### config.mk
export PLATFORM = sky130hd
export DESIGN_NAME = spi_arbiter_flat
export DESIGN_NICKNAME = d
export VERILOG_FILES = /design/src/rtl/spi_arbiter_if.sv /design/src/rtl/spi_arbiter.sv /design/src/flat_wrapper.sv
export SDC_FILE = /design/constraint.sdc
export NUM_CORES = 1
export LEC_CHECK = 0
export ABC_AREA = 1
export ABC_CLOCK_PERIOD_IN_PS = 5300
export CORE_MARGIN = 5
export CORE_UTILIZATION = 47
export CTS_CLUSTER_DIAMETER = 30
export DETAILED_ROUTE_END_ITERATION = 8
export PLACE_DENSITY = 0.86
export SLEW_MARGIN = 5
export SYNTH_ARGS = -nofsm -noshare
export SYNTH_HDL_FRONTEND = slang
export SYNTH_SLANG_ARGS = --single-unit
### constraint.sdc
create_clock -name clk -period 5.3 [get_ports clk]
set_input_delay 0.53 -clock clk [delete_from_list [all_inputs] [get_ports clk]]
set_output_delay 0.53 -clock clk [all_outputs]
set_load 0.03 [all_outputs]
### src/rtl/spi_arbiter_if.sv
// Bundle of requester-side and spi_master-side signals around the SPI arbiter.
// The arbiter connects through the slave modport; the system/bench side uses master.
interface spi_arbiter_if #(
    parameter int unsigned NUM_REQ = 4,
    parameter int unsigned DATA_W  = 8
);
    logic                      arb_en;
    logic [NUM_REQ-1:0]        req_valid;
    logic [NUM_REQ*DATA_W-1:0] req_data;
    logic [NUM_REQ-1:0]        req_ack;
    logic [NUM_REQ-1:0]        rsp_valid;
    logic [DATA_W-1:0]         rsp_data;
    logic                      rsp_err;
    logic [NUM_REQ-1:0]        cs_n;
    logic                      m_start;
    logic [DATA_W-1:0]         m_tx_data;
    logic [DATA_W-1:0]         m_rx_data;
    logic                      m_done;
    logic                      busy;

    modport master (
        output arb_en, req_valid, req_data, m_rx_data, m_done,
        input  req_ack, rsp_valid, rsp_data, rsp_err, cs_n, m_start, m_tx_data, busy
    );

    modport slave (
        input  arb_en, req_valid, req_data, m_rx_data, m_done,
        output req_ack, rsp_valid, rsp_data, rsp_err, cs_n, m_start, m_tx_data, busy
    );
endinterface

### src/rtl/spi_arbiter.sv
// Round-robin arbiter sharing one spi_master among NUM_REQ requesters.
// One 8-bit transfer per grant, guarded by a watchdog; response returned to the winner.
module spi_arbiter #(
    parameter int unsigned NUM_REQ    = 4,
    parameter int unsigned DATA_W     = 8,
    parameter int unsigned TIMEOUT    = 64,
    parameter int unsigned GAP_CYCLES = 2
) (
    input logic          clk,
    input logic          rst_n,
    spi_arbiter_if.slave bus
);
    localparam int unsigned GW  = (NUM_REQ > 1) ? $clog2(NUM_REQ) : 1;
    localparam int unsigned WW  = $clog2(TIMEOUT);
    localparam int unsigned GCW = (GAP_CYCLES > 1) ? $clog2(GAP_CYCLES) : 1;

    typedef enum logic [2:0] {StIdle, StLaunch, StWait, StResp, StGap} state_e;

    state_e              state_q, state_d;
    logic [GW-1:0]       grant_q, grant_d;
    logic [GW-1:0]       ptr_q, ptr_d;
    logic [WW-1:0]       wdog_q, wdog_d;
    logic [GCW-1:0]      gap_q, gap_d;
    logic [DATA_W-1:0]   tx_q, tx_d;
    logic [DATA_W-1:0]   rsp_data_q, rsp_data_d;
    logic                rsp_err_q, rsp_err_d;

    logic [2*NUM_REQ-1:0] dbl;
    logic [NUM_REQ-1:0]   rot;
    logic [GW-1:0]        off;
    logic [GW:0]          sum;
    logic [GW-1:0]        win_idx;
    logic                 win_found;
    logic [DATA_W-1:0]    win_data;
    logic [NUM_REQ-1:0]   grant_oh;

    // Rotate requests so bit 0 is the ptr position, pick the lowest set bit, map back.
    always_comb begin
        dbl = {bus.req_valid, bus.req_valid} >> ptr_q;
        rot = dbl[NUM_REQ-1:0];
        off = '0;
        for (int i = NUM_REQ - 1; i >= 0; i--) begin
            if (rot[i]) off = GW'(i);
        end
        win_found = |rot;
        sum = {1'b0, ptr_q} + {1'b0, off};
        win_idx = (int'(sum) >= NUM_REQ) ? GW'(int'(sum) - NUM_REQ) : sum[GW-1:0];
        win_data = '0;
        for (int i = 0; i < NUM_REQ; i++) begin
            if (win_idx == GW'(i)) win_data = bus.req_data[i*DATA_W +: DATA_W];
        end
    end

    // Next-state and datapath updates for the grant/transfer/response sequence.
    always_comb begin
        state_d    = state_q;
        grant_d    = grant_q;
        ptr_d      = ptr_q;
        wdog_d     = wdog_q;
        gap_d      = gap_q;
        tx_d       = tx_q;
        rsp_data_d = rsp_data_q;
        rsp_err_d  = rsp_err_q;
        unique case (state_q)
            StIdle: begin
                if (bus.arb_en && win_found) begin
                    grant_d = win_idx;
                    tx_d    = win_data;
                    state_d = StLaunch;
                end
            end
            StLaunch: begin
                wdog_d = '0;
                // A done arriving this early still belongs to the current transfer.
                if (bus.m_done) begin
                    rsp_data_d = bus.m_rx_data;
                    rsp_err_d  = 1'b0;
                    state_d    = StResp;
                end else begin
                    state_d = StWait;
                end
            end
            StWait: begin
                wdog_d = wdog_q + 1'b1;
                if (bus.m_done) begin
                    rsp_data_d = bus.m_rx_data;
                    rsp_err_d  = 1'b0;
                    state_d    = StResp;
                end else if (wdog_q == WW'(TIMEOUT - 1)) begin
                    rsp_data_d = '0;
                    rsp_err_d  = 1'b1;
                    state_d    = StResp;
                end
            end
            StResp: begin
                ptr_d   = (int'(grant_q) == NUM_REQ - 1) ? '0 : grant_q + 1'b1;
                gap_d   = '0;
                state_d = (GAP_CYCLES > 0) ? StGap : StIdle;
            end
            StGap: begin
                if (int'(gap_q) == GAP_CYCLES - 1) begin
                    state_d = StIdle;
                end else begin
                    gap_d = gap_q + 1'b1;
                end
            end
            default: state_d = StIdle;
        endcase
    end

    // State and datapath registers.
    always_ff @(posedge clk or negedge rst_n) begin
        if (!rst_n) begin
            state_q    <= StIdle;
            grant_q    <= '0;
            ptr_q      <= '0;
            wdog_q     <= '0;
            gap_q      <= '0;
            tx_q       <= '0;
            rsp_data_q <= '0;
            rsp_err_q  <= 1'b0;
        end else begin
            state_q    <= state_d;
            grant_q    <= grant_d;
            ptr_q      <= ptr_d;
            wdog_q     <= wdog_d;
            gap_q      <= gap_d;
            tx_q       <= tx_d;
            rsp_data_q <= rsp_data_d;
            rsp_err_q  <= rsp_err_d;
        end
    end

    // Outputs are decodes of registered state only.
    assign grant_oh      = NUM_REQ'(1) << grant_q;
    assign bus.m_start   = (state_q == StLaunch);
    assign bus.req_ack   = (state_q == StLaunch) ? grant_oh : '0;
    assign bus.rsp_valid = (state_q == StResp) ? grant_oh : '0;
    assign bus.cs_n      = (state_q == StLaunch || state_q == StWait || state_q == StResp) ?
                           ~grant_oh : '1;
    assign bus.busy      = (state_q != StIdle);
    assign bus.m_tx_data = tx_q;
    assign bus.rsp_data  = rsp_data_q;
    assign bus.rsp_err   = rsp_err_q;
endmodule

### src/flat_wrapper.sv
// flat-port wrapper written by rule: the top's interface ports become plain ports
module spi_arbiter_flat 
#(
    parameter int unsigned NUM_REQ    = 4,
    parameter int unsigned DATA_W     = 8,
    parameter int unsigned TIMEOUT    = 64,
    parameter int unsigned GAP_CYCLES = 2
)
  (clk, rst_n, bus_arb_en, bus_req_valid, bus_req_data, bus_m_rx_data, bus_m_done, bus_req_ack, bus_rsp_valid, bus_rsp_data, bus_rsp_err, bus_cs_n, bus_m_start, bus_m_tx_data, bus_busy);
  spi_arbiter_if #(.NUM_REQ(NUM_REQ), .DATA_W(DATA_W)) bus_i ();
  input logic clk;
  input logic rst_n;
  input wire logic [$bits(bus_i.arb_en)-1:0] bus_arb_en;
  input wire logic [$bits(bus_i.req_valid)-1:0] bus_req_valid;
  input wire logic [$bits(bus_i.req_data)-1:0] bus_req_data;
  input wire logic [$bits(bus_i.m_rx_data)-1:0] bus_m_rx_data;
  input wire logic [$bits(bus_i.m_done)-1:0] bus_m_done;
  output wire logic [$bits(bus_i.req_ack)-1:0] bus_req_ack;
  output wire logic [$bits(bus_i.rsp_valid)-1:0] bus_rsp_valid;
  output wire logic [$bits(bus_i.rsp_data)-1:0] bus_rsp_data;
  output wire logic [$bits(bus_i.rsp_err)-1:0] bus_rsp_err;
  output wire logic [$bits(bus_i.cs_n)-1:0] bus_cs_n;
  output wire logic [$bits(bus_i.m_start)-1:0] bus_m_start;
  output wire logic [$bits(bus_i.m_tx_data)-1:0] bus_m_tx_data;
  output wire logic [$bits(bus_i.busy)-1:0] bus_busy;
  assign bus_i.arb_en = bus_arb_en;
  assign bus_i.req_valid = bus_req_valid;
  assign bus_i.req_data = bus_req_data;
  assign bus_i.m_rx_data = bus_m_rx_data;
  assign bus_i.m_done = bus_m_done;
  assign bus_req_ack = bus_i.req_ack;
  assign bus_rsp_valid = bus_i.rsp_valid;
  assign bus_rsp_data = bus_i.rsp_data;
  assign bus_rsp_err = bus_i.rsp_err;
  assign bus_cs_n = bus_i.cs_n;
  assign bus_m_start = bus_i.m_start;
  assign bus_m_tx_data = bus_i.m_tx_data;
  assign bus_busy = bus_i.busy;
  spi_arbiter #(.NUM_REQ(NUM_REQ), .DATA_W(DATA_W), .TIMEOUT(TIMEOUT), .GAP_CYCLES(GAP_CYCLES)) u_core (.clk(clk), .rst_n(rst_n), .bus(bus_i));
endmodule
==> out/results.tsv <==
metric	value	unit
clk-insertion-delay-late	0.28	ns
rows	23	
track_usage	0.191	
grt_max_degree	32	
postRouteAntennaNets	0	
start_kind	primary input	
synth_area_leaders	dfrtp_1, nand2_1, nand3_1, nand4_1, inv_1	
synth-edff-count	0	
fmax	367	MHz
cp.arrival	2.88	ns
nNetsFinal	396	
cts_tree	done	
cts_resized	0	
core_area	0.00403	mm2
die_h	74.8	um
slew_violations	0	
finalWeightedCongestion	0.887	
cts_buffer_depth	2	
cp.required	5.46	ns
yosys_most_used_dff	dfrtp_1	
synthTopCellsByCount	nand2_1, dfrtp_1, nand3_1, inv_1, nand4_1	
critPathCaptureType	flip-flop	
ys_warn_count	0	
io_buffers	78	
drc	0	
start_util	0.490	
grt_first_pass_wirelength	8340	um
period_share	0.514	
overflow	0	
wl_per_cell	12.8	um
synth.distinct_cells	28	
io_pins	79	
dp_hpwl	3910	um
cellLeakagePower	1.38	nW
numCtsBuffers	5	
drtPass1Iterations	4	
vias	2026	
post_cts_buffers	0	
setup.worst_path.class	in2reg	
hold_buffers	0	
power_density	650	mW/mm2
synth_seq_cells	31	
tightest_slew	0.517	ns
path_clk_slew	0.06	ns
peakVddDrop	0.374	mV
cts.sinks	31	
grt_pass1_vias	1965	
tns	0	ns
status	finished, final reports clean	
syn_area	0.00197	mm2
h-tree-depth	2	
fin_ws	2.58	ns
preCtsSetupSlack	2.30	ns
antenna_found_initial	0	
die_w	74.8	um
ys_seq_area_frac	0.393	
async_flop_share	1.00	
antennaDiodeCount	0	
wl	5010	um
rsz0062_at_grt	false	
clock-skew-final	0.0115	ns
drive_above_1_share	0.114	
hold_path_class	reg2reg	
yosysMostFrequentCell	nand2_1	
syn_inst	263	
maxCapViolCount	0	
num-fill-cells	336	
avgSynthCellArea	7.50	um2
setup_viol	0	
synth_nets	317	
path_max_fanout	16	
root_buffer	clkbuf_8	
synth_top_area_cell	dfrtp_1	
routed_via_density	5.16	
synth_top_area_share	0.393	
die-area	0.00559	mm2
finalHoldViolCount	0	
syn_to_final_growth	46.4	%
slew_headroom	0.653	
min_period	2.72	ns
drt_iter0_drc	100	
## final timing paths
check	from	end	slack, ns	cells after the start
setup reg to reg	u_core.ptr_q[0]	u_core.bus.m_tx_data[3]	2.76	15
hold reg to reg	u_core.bus.rsp_data[0]	u_core.bus.rsp_data[0]	0.48	2
min in group asynchronous	rst_n	u_core.state_q[0]	0.63	2
max in group asynchronous	rst_n	u_core.bus.m_tx_data[6]	4.37	2
setup / recovery	bus_req_valid[1]	u_core.bus.m_tx_data[3]	2.58	15
hold / removal	u_core.bus.rsp_data[0]	u_core.bus.rsp_data[0]	0.48	2
## worst max-delay path: stages
cell             delay (ns)
clkdlybuf4s50_1        0.48
nand2_1                0.07
nand3_1                0.10
nand2_2                0.08
nand3_1                0.07
a21boi_0               0.08
ha_1                   0.20
xnor2_1                0.28
nand3_4                0.23
nand2_4                0.21
nand2_4                0.14
o21ai_0                0.25
inv_2                  0.04
nand2_1                0.06
nand2_1                0.04
## kinds of logic after synthesis
family / Yosys count / synth area share
AND/OR/NAND/NOR: 153 / 0.373
buffers and inverters: 43 / 0.0983
flip-flops: 31 / 0.393
AO/OA/AOI/OAI: 29 / 0.0926
adder cells (fa/ha/maj): 6 / 0.0380
XOR/XNOR: 1 / 0.00444
## area by class of cell
type / instances / area, um2 / area share
well taps: 50 / 62.6 / 0.0217
clock inverters: 2 / 35.0 / 0.0121
multi-input cells: 189 / 1000 / 0.347
repair buffers: 79 / 788 / 0.273
flip-flops and latches: 31 / 776 / 0.269
inverters: 36 / 140 / 0.0485
clock buffers: 6 / 82.6 / 0.0286
## registers in the layout (all words and copies together), names as in the netlist
register / flops
u_core.grant_q: 2
u_core.gap_q: 1
u_core.bus.rsp_data: 8
u_core.bus.rsp_err: 1
u_core.state_q: 3
u_core.wdog_q: 6
u_core.ptr_q: 2
u_core.bus.m_tx_data: 8
## per-layer routing
metal	GRT usage	up-vias	share of wire	wire length, um
met2	0.298	70	0.47	2370
li1	-	1019	-	-
met1	0.261	925	0.45	2250
met5	0	-	0	0
met4	0.0632	0	0.023	115
met3	0.0481	12	0.055	275
## where the power goes
part           switching [mW]  internal (mW)  leakage (nW)
Sequential             0.0706          0.333         0.397
Clock                  0.0865          0.152        0.0612
Combinational           0.797          0.438         0.917
Total                   0.954          0.924          1.38
## cell usage in the layout (no fill, tap or decap), drive strengths merged, types with 2 or more instances in the layout
master	synthesis	final
nand2	79	79
nand3	31	31
a21oi	3	3
dfrtp	31	31
ha	6	6
o21ai	23	23
clkinv	1	2
clkdlybuf4s50	0	78
nor2	20	20
nand4	22	22
clkbuf	1	6
inv	35	35
## per-stage QoR
step,cells,hold slack (ns),utilization,power [mW],area (um2)
global route,393,0.502,0.717,2.04,2890
CTS,393,0.482,0.717,1.89,2890
floorplan,263,0.234,-,1.33,1970
finish,393,0.480,0.717,1.88,2890
detailed placement,385,0.465,0.688,1.64,2770
global placement,385,0.462,0.688,1.61,2770
(Power assumes the default switching activity.)
